### config.mk
export PLATFORM = sky130hd
export DESIGN_NAME = async_oneway_receiver
export DESIGN_NICKNAME = d
export VERILOG_FILES = /design/src/rtl/async_oneway_receiver.sv
export SDC_FILE = /design/constraint.sdc
export NUM_CORES = 1
export LEC_CHECK = 0
export CAP_MARGIN = 30
export CORE_ASPECT_RATIO = 1.4
export CORE_MARGIN = 5
export CORE_UTILIZATION = 31
export CTS_CLUSTER_DIAMETER = 200
export DETAILED_ROUTE_END_ITERATION = 6
export GPL_ROUTABILITY_DRIVEN = 0
export PLACE_DENSITY_LB_ADDON = 0.15
export SLEW_MARGIN = 5
export SYNTH_ARGS = -nofsm -noshare
export SYNTH_HDL_FRONTEND = slang
export SYNTH_SLANG_ARGS = --single-unit
### constraint.sdc
create_clock -name clk_recv -period 2.22 [get_ports clk_recv]
set_input_delay 0.333 -clock clk_recv [delete_from_list [all_inputs] [get_ports clk_recv]]
set_output_delay 0.333 -clock clk_recv [all_outputs]
set_load 0.01 [all_outputs]
### src/rtl/async_oneway_receiver.sv
// Purpose : receive end of the one-way 6-bit packet link; resyncs ctrl/pulse, rebuilds datagrams.
// Latency : ctrl/pulse edges seen SYNC_STAGES+1 clk_recv after they arrive; datagram 1 cycle after last capture.
// Backpr. : none -- the link is one-way, so stray or overrun packets are flagged on frame_error and dropped.
//
// Ports:
//   clk_recv       receive-domain clock (only clock in this block)
//   rst_n          asynchronous active-low reset
//   packet_in      6-bit packet data, held stable by the transmitter around each strobe
//   transmit_ctrl  frame-active level from the foreign domain
//   packet_pulse   packet strobe from the foreign domain (one clk_send wide)
//   datagram_out   last completed datagram, held until the next completion
//   datagram_valid 1-cycle strobe when datagram_out updates
//   frame_error    1-cycle strobe on truncated frame, stray packet or overrun
//   busy           high while a frame is in progress
module async_oneway_receiver #(
    parameter int MESSAGE_SIZE = 48,
    parameter int SYNC_STAGES  = 2
) (
    input  logic                    clk_recv,
    input  logic                    rst_n,
    input  logic [5:0]              packet_in,
    input  logic                    transmit_ctrl,
    input  logic                    packet_pulse,
    output logic [MESSAGE_SIZE-1:0] datagram_out,
    output logic                    datagram_valid,
    output logic                    frame_error,
    output logic                    busy
);

    localparam int NPKT  = (MESSAGE_SIZE + 5) / 6;
    localparam int BUF_W = NPKT * 6;
    localparam int CNT_W = $clog2(NPKT + 1);

    typedef enum logic [1:0] {
        S_IDLE     = 2'd0,
        S_RECV     = 2'd1,
        S_WAIT_END = 2'd2
    } state_t;

    state_t                  state_q, state_d;
    logic [SYNC_STAGES-1:0]  ctrl_sync_q, pulse_sync_q;
    logic                    ctrl_prev_q, pulse_prev_q;
    logic [BUF_W-1:0]        buf_q, buf_d;
    logic [CNT_W-1:0]        cnt_q, cnt_d;
    logic                    complete_q, complete_d;
    logic [MESSAGE_SIZE-1:0] dout_q, dout_d;
    logic                    valid_q, valid_d;
    logic                    ferr_q, ferr_d;

    logic                    ctrl_s, pulse_s;
    logic                    ctrl_rise, ctrl_fall, pulse_rise;
    logic                    cap, last_cap, err;
    logic [CNT_W-1:0]        cnt_base, cnt_inc;

    // Edge detection on the last synchronizer flop against a one-cycle-delayed copy.
    assign ctrl_s     = ctrl_sync_q[SYNC_STAGES-1];
    assign pulse_s    = pulse_sync_q[SYNC_STAGES-1];
    assign ctrl_rise  = ctrl_s & ~ctrl_prev_q;
    assign ctrl_fall  = ~ctrl_s & ctrl_prev_q;
    assign pulse_rise = pulse_s & ~pulse_prev_q;

    // A capture is legal while receiving, or in idle when the frame opens in the same cycle.
    // packet_in is not synchronized: it has been stable for longer than the pulse sync delay.
    assign cap      = pulse_rise & (((state_q == S_IDLE) & ctrl_rise) | (state_q == S_RECV));
    assign cnt_base = (state_q == S_IDLE) ? '0 : cnt_q;
    assign cnt_inc  = cnt_base + CNT_W'(1);
    assign last_cap = cap & (cnt_inc == CNT_W'(NPKT));

    // State register and all other sequential state.
    always_ff @(posedge clk_recv or negedge rst_n) begin
        if (!rst_n) begin
            state_q      <= S_IDLE;
            ctrl_sync_q  <= '0;
            pulse_sync_q <= '0;
            ctrl_prev_q  <= 1'b0;
            pulse_prev_q <= 1'b0;
            buf_q        <= '0;
            cnt_q        <= '0;
            complete_q   <= 1'b0;
            dout_q       <= '0;
            valid_q      <= 1'b0;
            ferr_q       <= 1'b0;
        end else begin
            state_q      <= state_d;
            ctrl_sync_q  <= {ctrl_sync_q[SYNC_STAGES-2:0], transmit_ctrl};
            pulse_sync_q <= {pulse_sync_q[SYNC_STAGES-2:0], packet_pulse};
            ctrl_prev_q  <= ctrl_s;
            pulse_prev_q <= pulse_s;
            buf_q        <= buf_d;
            cnt_q        <= cnt_d;
            complete_q   <= complete_d;
            dout_q       <= dout_d;
            valid_q      <= valid_d;
            ferr_q       <= ferr_d;
        end
    end

    // Next-state logic.
    always_comb begin
        state_d = state_q;
        case (state_q)
            S_IDLE: begin
                if (ctrl_rise) begin
                    state_d = last_cap ? S_WAIT_END : S_RECV;
                end
            end
            S_RECV: begin
                // A fall coinciding with the final capture is a clean end of frame.
                if (last_cap) begin
                    state_d = ctrl_fall ? S_IDLE : S_WAIT_END;
                end else if (ctrl_fall) begin
                    state_d = S_IDLE;
                end
            end
            S_WAIT_END: begin
                if (ctrl_fall) begin
                    state_d = S_IDLE;
                end
            end
            default: state_d = S_IDLE;
        endcase
    end

    // Datapath and registered-output next values.
    always_comb begin
        err = 1'b0;
        case (state_q)
            S_IDLE:     err = ~ctrl_rise & pulse_rise & ~ctrl_s;
            S_RECV:     err = ctrl_fall & ~last_cap;
            S_WAIT_END: err = pulse_rise;
            default:    err = 1'b0;
        endcase

        buf_d = buf_q;
        cnt_d = cnt_q;
        if (cap) begin
            buf_d = {packet_in, buf_q[BUF_W-1:6]};
            cnt_d = cnt_inc;
        end else if ((state_q == S_IDLE) && ctrl_rise) begin
            cnt_d = '0;
        end

        complete_d = last_cap;
        dout_d     = complete_q ? buf_q[MESSAGE_SIZE-1:0] : dout_q;
        valid_d    = complete_q;
        // Delivery wins if an error lands on the delivery cycle, so the strobes stay exclusive.
        ferr_d     = err & ~complete_q;
    end

    assign datagram_out   = dout_q;
    assign datagram_valid = valid_q;
    assign frame_error    = ferr_q;
    assign busy           = (state_q != S_IDLE);

endmodule

==> out/summary.txt <==
Outcome: finished clean
Clock latency on the worst-skew pair: 340 ps
Cell Count, Final, Fillers Out: 517
Slew margin rel.: 62.2%
Core area: 0.0139 sq mm
Synth async-reset ratio: 100%
Leakage: 2.63 nW
Drt wl/cell: 14.9 um
Setup ws final: 231 ps
R2R setup slack: 410 ps
Hold Violations, Final: 0
MaxCap Viol Count: 0
Number of global-route vias before repair: 2412
Area leader, netlist: dfrtp_1
HP Start: pulse_sync_q[0]
Num ports: 61
Cts repair resizes: 0
Dominant synthesized flop cell: dfrtp_1
Hold crit path type: reg2reg
Max incr delay on CP: 490 ps
WL final: 7680 um
Full die area: 0.0167 sq mm
DP Area: 0.00522 sq mm
Post-synth top area share: 63.3%
Residual DRC: 0
# diodes: 0
Critical Path End Type: output pin
Area contributors post-synth: dfrtp_1, mux2_4, mux2_2
Netlist cell types: 28
Clock Skews: 8.51 ps
#FFs+latches synth: 111
Max FO, Critical Path: 8
CP Class: reg2out
Startpoint types: flop
Seq/Total Area, Yosys: 63.3%
Synth Cell Area: 0.00439 sq mm
Post-CTS Setup Inserts: 0
Max H-tree Level: 3
Antenna-violating nets left: 0
Crit path DAT: 1660 ps
Vias: 2265
Vias per Instance: 4.38
Slew Viols, Final: 0
F_max: 503 MHz
Clock slew at reported path FFs: 80 ps
Worst R2R Start: state_q[0]
Crit path required time: 1890 ps
Number of flops mapped to enable cells by yosys: 0
Post-Place Setup Slack: 432 ps
First-pass GRT wire length: 13200 um
Total CTS buffers: 9
Reg2reg path depth: 6
Final min period: 1990 ps
Syn Nets: 272
Root Driver: clkbuf_16
Proportion of layout cells with a drive suffix above 1: 38.0%
Post-CTS Hold Fix Bufs: 1
CTS tree: done
Chip width: 111 um
Synth top cells by count: dfrtp_1, mux2_2, mux2_4
Total Neg Setup Slack: 0 ps
Starting density of the core: 31.5%
Nets: 339
# setup viols final: 0
Final instance area: 0.00554 sq mm
Syn_area_per_cell: 16.9 sq um
Initial antenna violation count: 0
Dpl hpwl: 5180 um
Pin count of the biggest net entering global routing: 41
Peak VDD IR: 0.478 mV
Port Buffer Count: 60
Hold Path Depth: 0
CTS sink cnt: 111
Unrepaired setup endpoints after global routing: false
Total placed cells including tap cells: 500
First-pass DRT Iterations: 4
Final Cycle Share: 89.6%
Total Routing Usage GR: 9.82%
Hold Path End: pulse_sync_q[1]
Die Y: 151 um
GRT overflow: 0
Syn. warnings: 0
Initial DRC Count: 67
# rows: 51
Most numerous cell in the Yosys netlist: dfrtp_1
Slew at the pin closest to its max-slew limit: 567 ps
Synth Instances: 260
CP Cell Sequence: nor2_1 > inv_1 > clkdlybuf4s50_1
R2R Path End: frame_error
Slowest CP cell: clkdlybuf4s50_1
Pwr dens: 931 mW/mm^2
Area delta synth->final: 26.2%
Clock tree buffer depth: 2
[layout by cell type (no fill, tap or decap), types with 3 or more instances in the layout]
cell type          n
mux2_2            53
buf_12             3
o21ai_0            3
mux2_4            43
inv_1              5
clkbuf_16          9
nand2_1            3
nand2b_1           3
nor2b_1            3
buf_4              5
clkdlybuf4s50_1   59
nand3_1            4
dfrtp_1          110
[registers in the layout, indices dropped and copies added (netlist names)]
register        cells
complete_q          1
frame_error         1
ctrl_prev_q         1
pulse_prev_q        1
state_q             2
datagram_valid      1
pulse_sync_q        2
cnt_q               4
buf_q              48
ctrl_sync_q         2
datagram_out       48
[kinds of logic (layout without fill, tap and decap cells)]
| family | after synthesis | count (layout) | share of synthesized area (%) |
|---|---|---|---|
| AO/OA/AOI/OAI | 12 | 12 | 2.14 |
| XOR/XNOR | 2 | 2 | 0.399 |
| adder cells (fa/ha/maj) | 2 | 2 | 0.570 |
| buffers and inverters | 17 | 89 | 2.48 |
| flip-flops | 111 | 111 | 63.3 |
| multiplexers | 96 | 96 | 28.3 |
| AND/OR/NAND/NOR | 20 | 20 | 2.79 |
[stage by stage]
stage	utilization [%]	hold slack (ps)	power, mW
CTS	39.8	353	5.25
floorplan	-	37.4	3.32
detailed placement	37.5	333	3.57
global placement	37.5	333	3.53
global route	39.8	359	5.43
finish	39.8	351	5.15
[how the worst max path moves through the flow]
stage	start	endpoint	slack (ps)	cells past startpoint
after floorplan	state_q[0]	frame_error	520	7
after global placement	state_q[0]	frame_error	460	6
after detailed placement	state_q[0]	frame_error	430	6
after CTS	state_q[0]	busy	210	3
after global routing	state_q[0]	busy	120	3
final	state_q[0]	busy	230	3
[per-layer routing]
| metal | part of all wire (%) | vias to the layer above | GRT usage, % |
|---|---|---|---|
| li1 | - | 1046 | - |
| met1 | 47 | 1157 | 13.2 |
| met2 | 47 | 57 | 14.7 |
| met3 | 5.1 | 5 | 3.48 |
| met4 | 1.0 | 0 | 3.70 |
| met5 | 0 | - | 0 |
[power breakdown]
group,switching (mW),total (mW),internal [mW]
sequential,0.323,2.75,2.43
clock,0.735,1.65,0.913
combinational,0.188,0.751,0.563
total,1.25,5.15,3.91
[area by class of cell]
class / count / area [sq um]
timing repair buffer: 68 / 698
multi-input combinational: 132 / 1500
sequential: 111 / 2780
inverter: 5 / 18.8
tap: 185 / 231
clock inverter: 6 / 68.8
fill: 1347 / 8370
clock buffer: 10 / 239
[worst max-delay path: cells and delay by family (launching register included)]
kind	cells	cell delay, ps
AND/OR/NAND/NOR	1	260
flip-flops	1	480
buffers and inverters	2	580
Power figures use the tool's default switching activity.
